<file path="src/rtl/ext_loader_pkg.sv">
// Shared state encoding and protocol byte values for the external-memory boot loader.
package ext_loader_pkg;

    typedef enum logic [2:0] {
        IDLE,
        CNT,
        ADDR,
        DATA,
        WRITE,
        RUNNING
    } state_t;

    localparam logic [7:0] HDR_LOAD = 8'hA5;
    localparam logic [7:0] HDR_RUN  = 8'h5A;
    localparam logic [7:0] CMD_HALT = 8'hC3;

    function automatic logic state_busy(input state_t s);
        return !((s == IDLE) || (s == RUNNING));
    endfunction

endpackage

</file>
<file path="src/rtl/word_assembler.sv">
// Collects four bytes, LSB first, into a 32-bit little-endian word.
// word_next is the word as it will stand once the current byte is shifted in.
module word_assembler (
    input  logic        clk,
    input  logic        reset,
    input  logic        clear,
    input  logic        shift,
    input  logic [7:0]  din,
    output logic        full,
    output logic [31:0] word_next
);
    logic [1:0]  idx;
    logic [31:0] sr;

    assign full      = (idx == 2'd3);
    assign word_next = {din, sr[31:8]};

    always_ff @(posedge clk) begin
        if (reset || clear) begin
            idx <= 2'd0;
            sr  <= 32'd0;
        end else if (shift) begin
            sr  <= word_next;
            idx <= idx + 2'd1;
        end
    end

endmodule

</file>
<file path="src/rtl/ext_mem_loader.sv">
// Host byte-stream boot loader: parses load/run/halt frames, writes words to CPU memory.
// One write cycle per word (in_ready low for that cycle); peak 1 word per 5 cycles; all outputs registered.
module ext_mem_loader
    import ext_loader_pkg::*;
#(
    parameter int ERR_W = 8
) (
    input  logic             clk,
    input  logic             reset,
    input  logic             in_valid,
    input  logic [7:0]       in_data,
    output logic             in_ready,
    output logic             Ext_MemWrite,
    output logic [31:0]      Ext_DataAdr,
    output logic [31:0]      Ext_WriteData,
    output logic             cpu_reset,
    output logic             busy,
    output logic [ERR_W-1:0] err_cnt
);
    state_t      state_q, state_d;
    logic [7:0]  n_q;
    logic [31:0] addr_q;
    logic        accept;
    logic        asm_clear, asm_shift, asm_full;
    logic [31:0] asm_word;

    assign accept = in_valid && in_ready;

    word_assembler u_asm (
        .clk       (clk),
        .reset     (reset),
        .clear     (asm_clear),
        .shift     (asm_shift),
        .din       (in_data),
        .full      (asm_full),
        .word_next (asm_word)
    );

    always_comb begin
        state_d   = state_q;
        asm_clear = 1'b0;
        asm_shift = 1'b0;
        case (state_q)
            IDLE: begin
                asm_clear = 1'b1;
                if (accept) begin
                    if (in_data == HDR_LOAD)     state_d = CNT;
                    else if (in_data == HDR_RUN) state_d = RUNNING;
                end
            end
            CNT: if (accept) state_d = ADDR;
            ADDR: begin
                if (accept) begin
                    asm_shift = 1'b1;
                    if (asm_full) state_d = (n_q == 8'd0) ? IDLE : DATA;
                end
            end
            DATA: begin
                if (accept) begin
                    asm_shift = 1'b1;
                    if (asm_full) state_d = WRITE;
                end
            end
            WRITE:   state_d = (n_q == 8'd1) ? IDLE : DATA;
            RUNNING: if (accept && in_data == CMD_HALT) state_d = IDLE;
            default: state_d = IDLE;
        endcase
    end

    always_ff @(posedge clk) begin
        if (reset) begin
            state_q       <= IDLE;
            n_q           <= 8'd0;
            addr_q        <= 32'd0;
            err_cnt       <= '0;
            Ext_MemWrite  <= 1'b0;
            Ext_DataAdr   <= 32'd0;
            Ext_WriteData <= 32'd0;
            cpu_reset     <= 1'b1;
            busy          <= 1'b0;
            in_ready      <= 1'b1;
        end else begin
            state_q <= state_d;
            if (state_q == CNT && accept)
                n_q <= in_data;
            if (state_q == ADDR && accept && asm_full)
                addr_q <= {asm_word[31:2], 2'b00};
            if (state_q == WRITE) begin
                addr_q <= addr_q + 32'd4;
                n_q    <= n_q - 8'd1;
            end
            // Unknown header bytes in IDLE are dropped and counted, saturating.
            if (state_q == IDLE && accept && in_data != HDR_LOAD && in_data != HDR_RUN
                && err_cnt != {ERR_W{1'b1}})
                err_cnt <= err_cnt + ERR_W'(1);

            // Outputs are registered from the next state so they line up with it.
            Ext_MemWrite <= (state_d == WRITE);
            if (state_d == WRITE) begin
                Ext_DataAdr   <= addr_q;
                Ext_WriteData <= asm_word;
            end
            cpu_reset <= (state_d != RUNNING);
            busy      <= state_busy(state_d);
            in_ready  <= (state_d != WRITE);
        end
    end

endmodule

</file>
<file path="config.mk">
export PLATFORM = sky130hd
export DESIGN_NAME = ext_mem_loader
export DESIGN_NICKNAME = d
export VERILOG_FILES = /design/src/rtl/ext_loader_pkg.sv /design/src/rtl/word_assembler.sv /design/src/rtl/ext_mem_loader.sv
export SDC_FILE = /design/constraint.sdc
export NUM_CORES = 1
export LEC_CHECK = 0
export ABC_AREA = 1
export CAP_MARGIN = 20
export CORE_MARGIN = 5
export CORE_UTILIZATION = 30
export DETAILED_ROUTE_END_ITERATION = 6
export PLACE_DENSITY_LB_ADDON = 0.1
export SYNTH_ARGS = -nofsm -noshare
export SYNTH_HDL_FRONTEND = slang
export SYNTH_SLANG_ARGS = --single-unit
</file>
<file path="constraint.sdc">
create_clock -name clk -period 1.5 [get_ports clk]
set_input_delay 0.3 -clock clk [delete_from_list [all_inputs] [get_ports clk]]
set_output_delay 0.3 -clock clk [all_outputs]
set_load 0.05 [all_outputs]
</file>
Word-level counts from Yosys, hierarchy flattened
Index checks and enable logic that the tools add are counted.

cells by class
  $add $sub $neg = 4
  $mul = 0
  divide/modulo/power cells = 0
  $lt $le $gt $ge = 0
  eq/ne operators = 17
  shift-type cells = 0
  multiplexer cells = 19
  bitwise logic cells = 0
  reductions and logical operators = 18

operators by type and width
  cell                     number
  $mux W32                 2
  $add A32 B3 Y32 const B  1
  $mux W3                  9
  $pmux W3 S6              1
  $eq A8 B8 Y1 const B     2
  $mux W8                  2
  $ne A8 B8 Y1 const B     2
  $eq A3 B3 Y1 const B     4
  $logic_and A1 B1 Y1      9
  $add A8 B1 Y8 const B    1
  $eq A8 B1 Y1 const B     1
  $eq A8 B7 Y1 const B     1
  $logic_not A8 Y1         1
  $ne A8 B7 Y1 const B     1
  $sub A8 B1 Y8 const B    1
  $eq A3 B2 Y1 const B     2
  $logic_not A3 Y1         2
  $ne A3 B3 Y1 const B     2
  $mux W2                  2
  $reduce_bool A2 Y1       2
  $eq A3 B1 Y1 const B     1
  $mux W1                  3
  $add A2 B1 Y2 const B    1
  $eq A2 B2 Y1 const B     1
  3 further kinds          4

word-level totals
  flip-flop bits (word level) = 153
  bits in latches = 0
  memory bits (writable) = 0
  bits in read-only memories = 0
  logic and storage cells = 70
  memories kept = 0

Logic depth before layout (Yosys ltp)
  depth after elaboration = 8
  mapped depth = 10
  mapped depth without buffers = 10

Cells and area by module
A second synthesis with hierarchy kept.

unflattened totals
  cells, all modules = 1008
  area total of the unflattened synthesis = 6936.7 sq um

by module, submodules not included
  module          times used  cells an instance  area an instance (sq um)
  ext_mem_loader  1           835                5784.3
  word_assembler  1           173                1152.4

Worst setup path before layout
Ideal clock, no wire load.

  path kind = reg-to-reg
  start point = register err_cnt[1]
  end point = register err_cnt[7]
  setup time = 70 ps
  arrival time = 1758 ps
  required time = 1430 ps
  slack = -329 ps
  stages on the path, launching flop included = 8
  buffers on the path = 0
  period minus slack after synthesis = 1829 ps
  path through = dfxtp_1 -> ha_1 -> nand2_1 -> nor2_1 -> nand3_2 -> nand2_1 -> nand2_1 -> a21oi_1

between the ends
  longest elaborated chain between the ends = 2
  elaborated cells between the ends (all ways) = 3
  those cells by class = add/sub (1); eq/ne (1); reduce/logical (1)

ends and longest elaborated chain
  item                                                   line                  text
  start: declaration                                     ext_mem_loader.sv:18  output logic [ERR_W-1:0] err_cnt
  start signal: assignment                               ext_mem_loader.sv:95  err_cnt <= err_cnt + ERR_W'(1);
  branches (longest 2 deep; another with $add A8 B1 Y8)  -

Several ways; the timed one is not identified.
A chain may end at the register's enable or synchronous reset.

Worst setup path after layout
  start point = register u_asm.idx[1]
  end point = register addr_q[15]

between the ends
  longest elaborated chain between the ends = 3

ends and longest elaborated chain
  item                          line                  text
  start: declaration            word_assembler.sv:12  logic [1:0] idx;
  start signal: assignment      word_assembler.sv:24  idx <= idx + 2'd1;
  $eq A2 B2 Y1                  word_assembler.sv:15  assign full = (idx == 2'd3);
  $logic_and A1 B1 Y1           ext_mem_loader.sv:86  if (state_q == ADDR && accept && asm_full)
  $reduce_bool A2 Y1 (no line)  -
  end signal: assignment        ext_mem_loader.sv:87  addr_q <= {asm_word[31:2], 2'b00};
  end signal: assignment        ext_mem_loader.sv:89  addr_q <= addr_q + 32'd4;
  end: declaration              ext_mem_loader.sv:22  logic [31:0] addr_q;

No other way between the ends.

==> out/qor_table.md <==
| Quantity | Value |
|---|---|
| Result of the run | complete, but fails checks |
| Failing checks | setup timing |
| Worst setup skew after layout | 0.0146 ns |
| Minimum clock period | 1.52 ns |
| Count of vias placed by the detailed router | 6,705 |
| Dpl hpwl | 16.1 mm |
| DRC | 0 |
| Area inside the core boundary | 21,100 sq um |
| Worst Path Max Fanout | 6 |
| Largest net degree at the start of global routing | 47 |
| Cell with the largest stage delay on the worst path | sky130_fd_sc_hd__dfxtp_2 |
| H-tree depth | 4 |
| Buffer depth of the longest clock path | 2 |
| Kind of critical path | reg -> reg |
| Switching part of the total | 0.241 |
| Global-route wire length before repair | 33.8 mm |
| Peak ir drop on the vdd network | 666 uV |
| Power density normalized to cell area | 807 nW/um^2 |
| Buffer and inverter count on the worst path | 3 |
| Netlist Area Pre-Place | 6430 sq um |
| Clock root buffer | sky130_fd_sc_hd__clkbuf_16 |
| Share of power burned in registers | 0.441 |
| Sequential-to-total area share from yosys stat | 0.439 |
| Detail-routed via count per cell | 4.78 |
| Synthesized instance count | 914 |
| Number of iterations in the first detailed-routing pass | 5 |
| Number of clock sinks | 141 |
| Aggregate global routing overflow | 0 |
| Die Y-Extent | 156 um |
| Clock insertion delay at the later pin of the skew report | 0.43 ns |
| Syn Area/Cell | 7.03 sq um |
| Kind of capture point of the worst setup path | flip-flop |
| Setup-failing EPs final | 1 |
| Placed cells | 1,362 |
| Combined global-route utilization of all metal layers | 0.175 |
| Number of distinct library cells after synthesis | 35 |
| Psw | 2.04 mW |
| Vias in the first global route | 6,393 |
| Required @ worst endpoint | 1.85 ns |
| Post-route insts no fill | 1,404 |
| DRC violation total after the first TritonRoute iteration | 419 |
| Fill cell instance count of the final layout | 2,031 |
| Top metal layer carrying routed signals | met4 |
| Met2 Wirelength | 9.91 mm |
| Max stage delay on crit path | 0.35 ns |
| Count of flip-flops with a built-in enable after synthesis | 0 |
| Average routed wire per standard cell | 15.7 um |
| Most instantiated flip-flop cell in the synthesis netlist | sky130_fd_sc_hd__dfxtp_1 |
| Effective utilization at floorplan | 0.305 |
| Total internal power | 6.44 mW |
| Share of the cycle needed by the critical path after routing | 1.01 |
| Combinational share of power | 0.039 |
| YS warnings | 0 |
| Crit path cell chain | ha_4 -> inv_2 -> nor2_4 -> nand3_4 -> buf_6 -> buf_4 -> o21ai_0 -> nand2_1 -> a21oi_1 |
| Horizontal die dimension | 156 um |
| Area delta synth->final | 63.6% |
| Max-cap check violation count | 0 |
| Nets | 1,133 |
| Fmax | 659 MHz |
| RD Place Congestion | 0.913 |
| Met3 Routed Length | 928 um |
| Count of port buffers added during placement | 84 |
| Hold/Removal Path Class | in -> reg |
| Metal1 wirelength | 10.9 mm |
| Cell family with most CP delay | buffers and inverters |
| Unrepaired setup endpoints after global routing | yes |
| Slew Viols, Final | 0 |
| Clock network fraction of total power | 0.520 |
| Clock transition at the registers of the reported paths | 0.06 ns |
| Final Worst Setup Slack | -0.0163 ns |
| LEAKAGE | 4.12 nW |
| Arrival time of the worst setup path | 1.86 ns |
| Number of core rows | 53 |
| Fraction of layout cells with a size suffix above 1 | 0.329 |
| Clock tree from TritonCTS | yes |
| Synthesis-stage register bit count | 141 |
| Number of antenna violations at the first check in global routing | 0 |
| Antenna diode count | 0 |
| Number of nets with antenna violations after detailed routing | 0 |
| Top-level port count | 87 |
| Asr flop ratio synth | 0 |
| Utilization after layout | 0.499 |
| Final hold violations | 0 |
| Die outline area | 24,400 sq um |
| Kind of start point of the critical path | flip-flop |
| Total Routed Length | 22.0 mm |
| CTS Buf Count | 17 |
==> power groups by stage <==
stage	Combinational, mW	Clock (mW)	Sequential, mW
after CTS	0.319	4.49	3.75
after detailed placement	0.317	0	3.83
after global routing	0.350	4.67	3.74
after floorplan	0.114	0	3.85
after global placement	0.319	0	3.83
final	0.328	4.41	3.74
==> state kept, by name, summed over array words and instances, names as in the netlist, 2 cells and up <==
name and cells:
state_q 3, n_q 8, addr_q 30, u_asm.idx 2
err_cnt 8, Ext_WriteData 32, u_asm.sr 24, Ext_DataAdr 30
==> what timing repair did <==
action,CTS,global route
hold buffers,0,0
pin swaps,6,27
gates resized for setup,18,152
setup endpoints to repair,27,88
gates cloned,0,4
setup buffers,0,7
==> tightest hold or removal path, cell delays in order <==
cell and delay (ns):
sky130_fd_sc_hd__dlymetal6s2s_1 0.20, sky130_fd_sc_hd__nor2_1 0.18, sky130_fd_sc_hd__a211oi_1 0.06
==> kinds of logic (layout without fill, tap and decap cells) <==
| family | Yosys count | after routing | share of synthesized area |
|---|---|---|---|
| other | 1 | 2 | 0.000584 |
| buffers and inverters | 136 | 350 | 0.0884 |
| adders and majority gates | 6 | 6 | 0.0117 |
| xor gates and xnor gates | 8 | 8 | 0.0109 |
| DFF | 141 | 141 | 0.439 |
| and+or+nand+nor | 453 | 453 | 0.301 |
| AOI/OAI and AO/OA | 169 | 169 | 0.148 |
==> synth_stat cells, types with 6 or more instances <==
cell | number | share of area
sky130_fd_sc_hd__inv_1 | 87 | 0.051
sky130_fd_sc_hd__xor2_1 | 6 | 0.0082
sky130_fd_sc_hd__nand3_1 | 112 | 0.087
sky130_fd_sc_hd__a21oi_1 | 43 | 0.033
sky130_fd_sc_hd__clkbuf_1 | 23 | 0.013
sky130_fd_sc_hd__nand4_1 | 7 | 0.0068
sky130_fd_sc_hd__a31oi_1 | 9 | 0.0088
sky130_fd_sc_hd__o21ai_0 | 27 | 0.021
sky130_fd_sc_hd__nor2_1 | 112 | 0.065
sky130_fd_sc_hd__o22ai_1 | 12 | 0.012
sky130_fd_sc_hd__ha_1 | 6 | 0.012
sky130_fd_sc_hd__o21ai_1 | 48 | 0.037
sky130_fd_sc_hd__a211oi_1 | 23 | 0.027
sky130_fd_sc_hd__dfxtp_1 | 141 | 0.44
sky130_fd_sc_hd__buf_2 | 9 | 0.0070
sky130_fd_sc_hd__nor3_1 | 7 | 0.0055
sky130_fd_sc_hd__nand2_1 | 203 | 0.12
==> worst paths after layout <==
path,from,to,slack [ns],cells past startpoint
max,u_asm.idx[1],addr_q[15],-0.02,9
min,in_data[3],u_asm.sr[27],0.36,3
max reg2reg,u_asm.idx[1],addr_q[15],-0.02,9
min reg2reg,u_asm.sr[9],Ext_WriteData[1],0.47,2
==> placed cells by master, fill, tap and decap left out, types with 5 or more instances in the layout <==
cell type                         synthesis  routed
sky130_fd_sc_hd__a211oi_1                23      23
sky130_fd_sc_hd__a21oi_1                 43      36
sky130_fd_sc_hd__a21oi_2                  0       7
sky130_fd_sc_hd__a31oi_1                  9       9
sky130_fd_sc_hd__buf_12                   0      86
sky130_fd_sc_hd__buf_4                    2     112
sky130_fd_sc_hd__buf_6                    5      15
sky130_fd_sc_hd__clkbuf_16                0      19
sky130_fd_sc_hd__clkdlybuf4s50_1          0       8
sky130_fd_sc_hd__dfxtp_1                141     120
sky130_fd_sc_hd__dfxtp_2                  0      15
sky130_fd_sc_hd__dfxtp_4                  0       6
sky130_fd_sc_hd__inv_1                   87      80
sky130_fd_sc_hd__inv_2                    3       8
sky130_fd_sc_hd__inv_6                    0       7
sky130_fd_sc_hd__nand2_1                203     187
sky130_fd_sc_hd__nand2_2                  0      10
sky130_fd_sc_hd__nand2_4                  1       7
sky130_fd_sc_hd__nand3_1                112     106
sky130_fd_sc_hd__nand4_1                  7       7
sky130_fd_sc_hd__nor2_1                 112      85
sky130_fd_sc_hd__nor2_2                   3      19
sky130_fd_sc_hd__nor2_4                   3      14
sky130_fd_sc_hd__nor3_1                   7       6
sky130_fd_sc_hd__o21ai_0                 27      12
sky130_fd_sc_hd__o21ai_1                 48      44
sky130_fd_sc_hd__o21ai_2                  0      19
sky130_fd_sc_hd__o22ai_1                 12      10
sky130_fd_sc_hd__xor2_1                   6       5
==> metrics by stage <==
step	hold WS (ns)	area (sq um)	setup WS, ns	power (mW)	setup TNS, ns
after floorplan	0.403	6450	0.00613	3.97	0
after global placement	0.453	9280	-0.419	4.15	-32.80
after detailed placement	0.459	9280	-0.441	4.15	-33.90
after CTS	0.469	9950	-0.0132	8.56	-0.0533
after global routing	0.357	10500	-0.0925	8.76	-1.93
final	0.364	10500	-0.0163	8.48	-0.0163
==> layer usage <==
metal | up-vias | track usage
li1 | 3430 | -
met2 | 139 | 0.267
met3 | 18 | 0.0373
met4 | 0 | 0.0496
met1 | 3118 | 0.250
met5 | - | 0
==> cell type report <==
| cell class | instances | area (sq um) | share of cell area |
|---|---|---|---|
| flip-flops and latches | 141 | 2860 | 0.272 |
| multi-input cells | 638 | 3440 | 0.327 |
| clock inverters | 14 | 170 | 0.0162 |
| well taps | 275 | 344 | 0.0327 |
| clock buffers | 18 | 439 | 0.0418 |
| inverters | 92 | 359 | 0.0341 |
| repair buffers | 226 | 2900 | 0.276 |
Note: power is estimated with default switching activity, not from simulation.
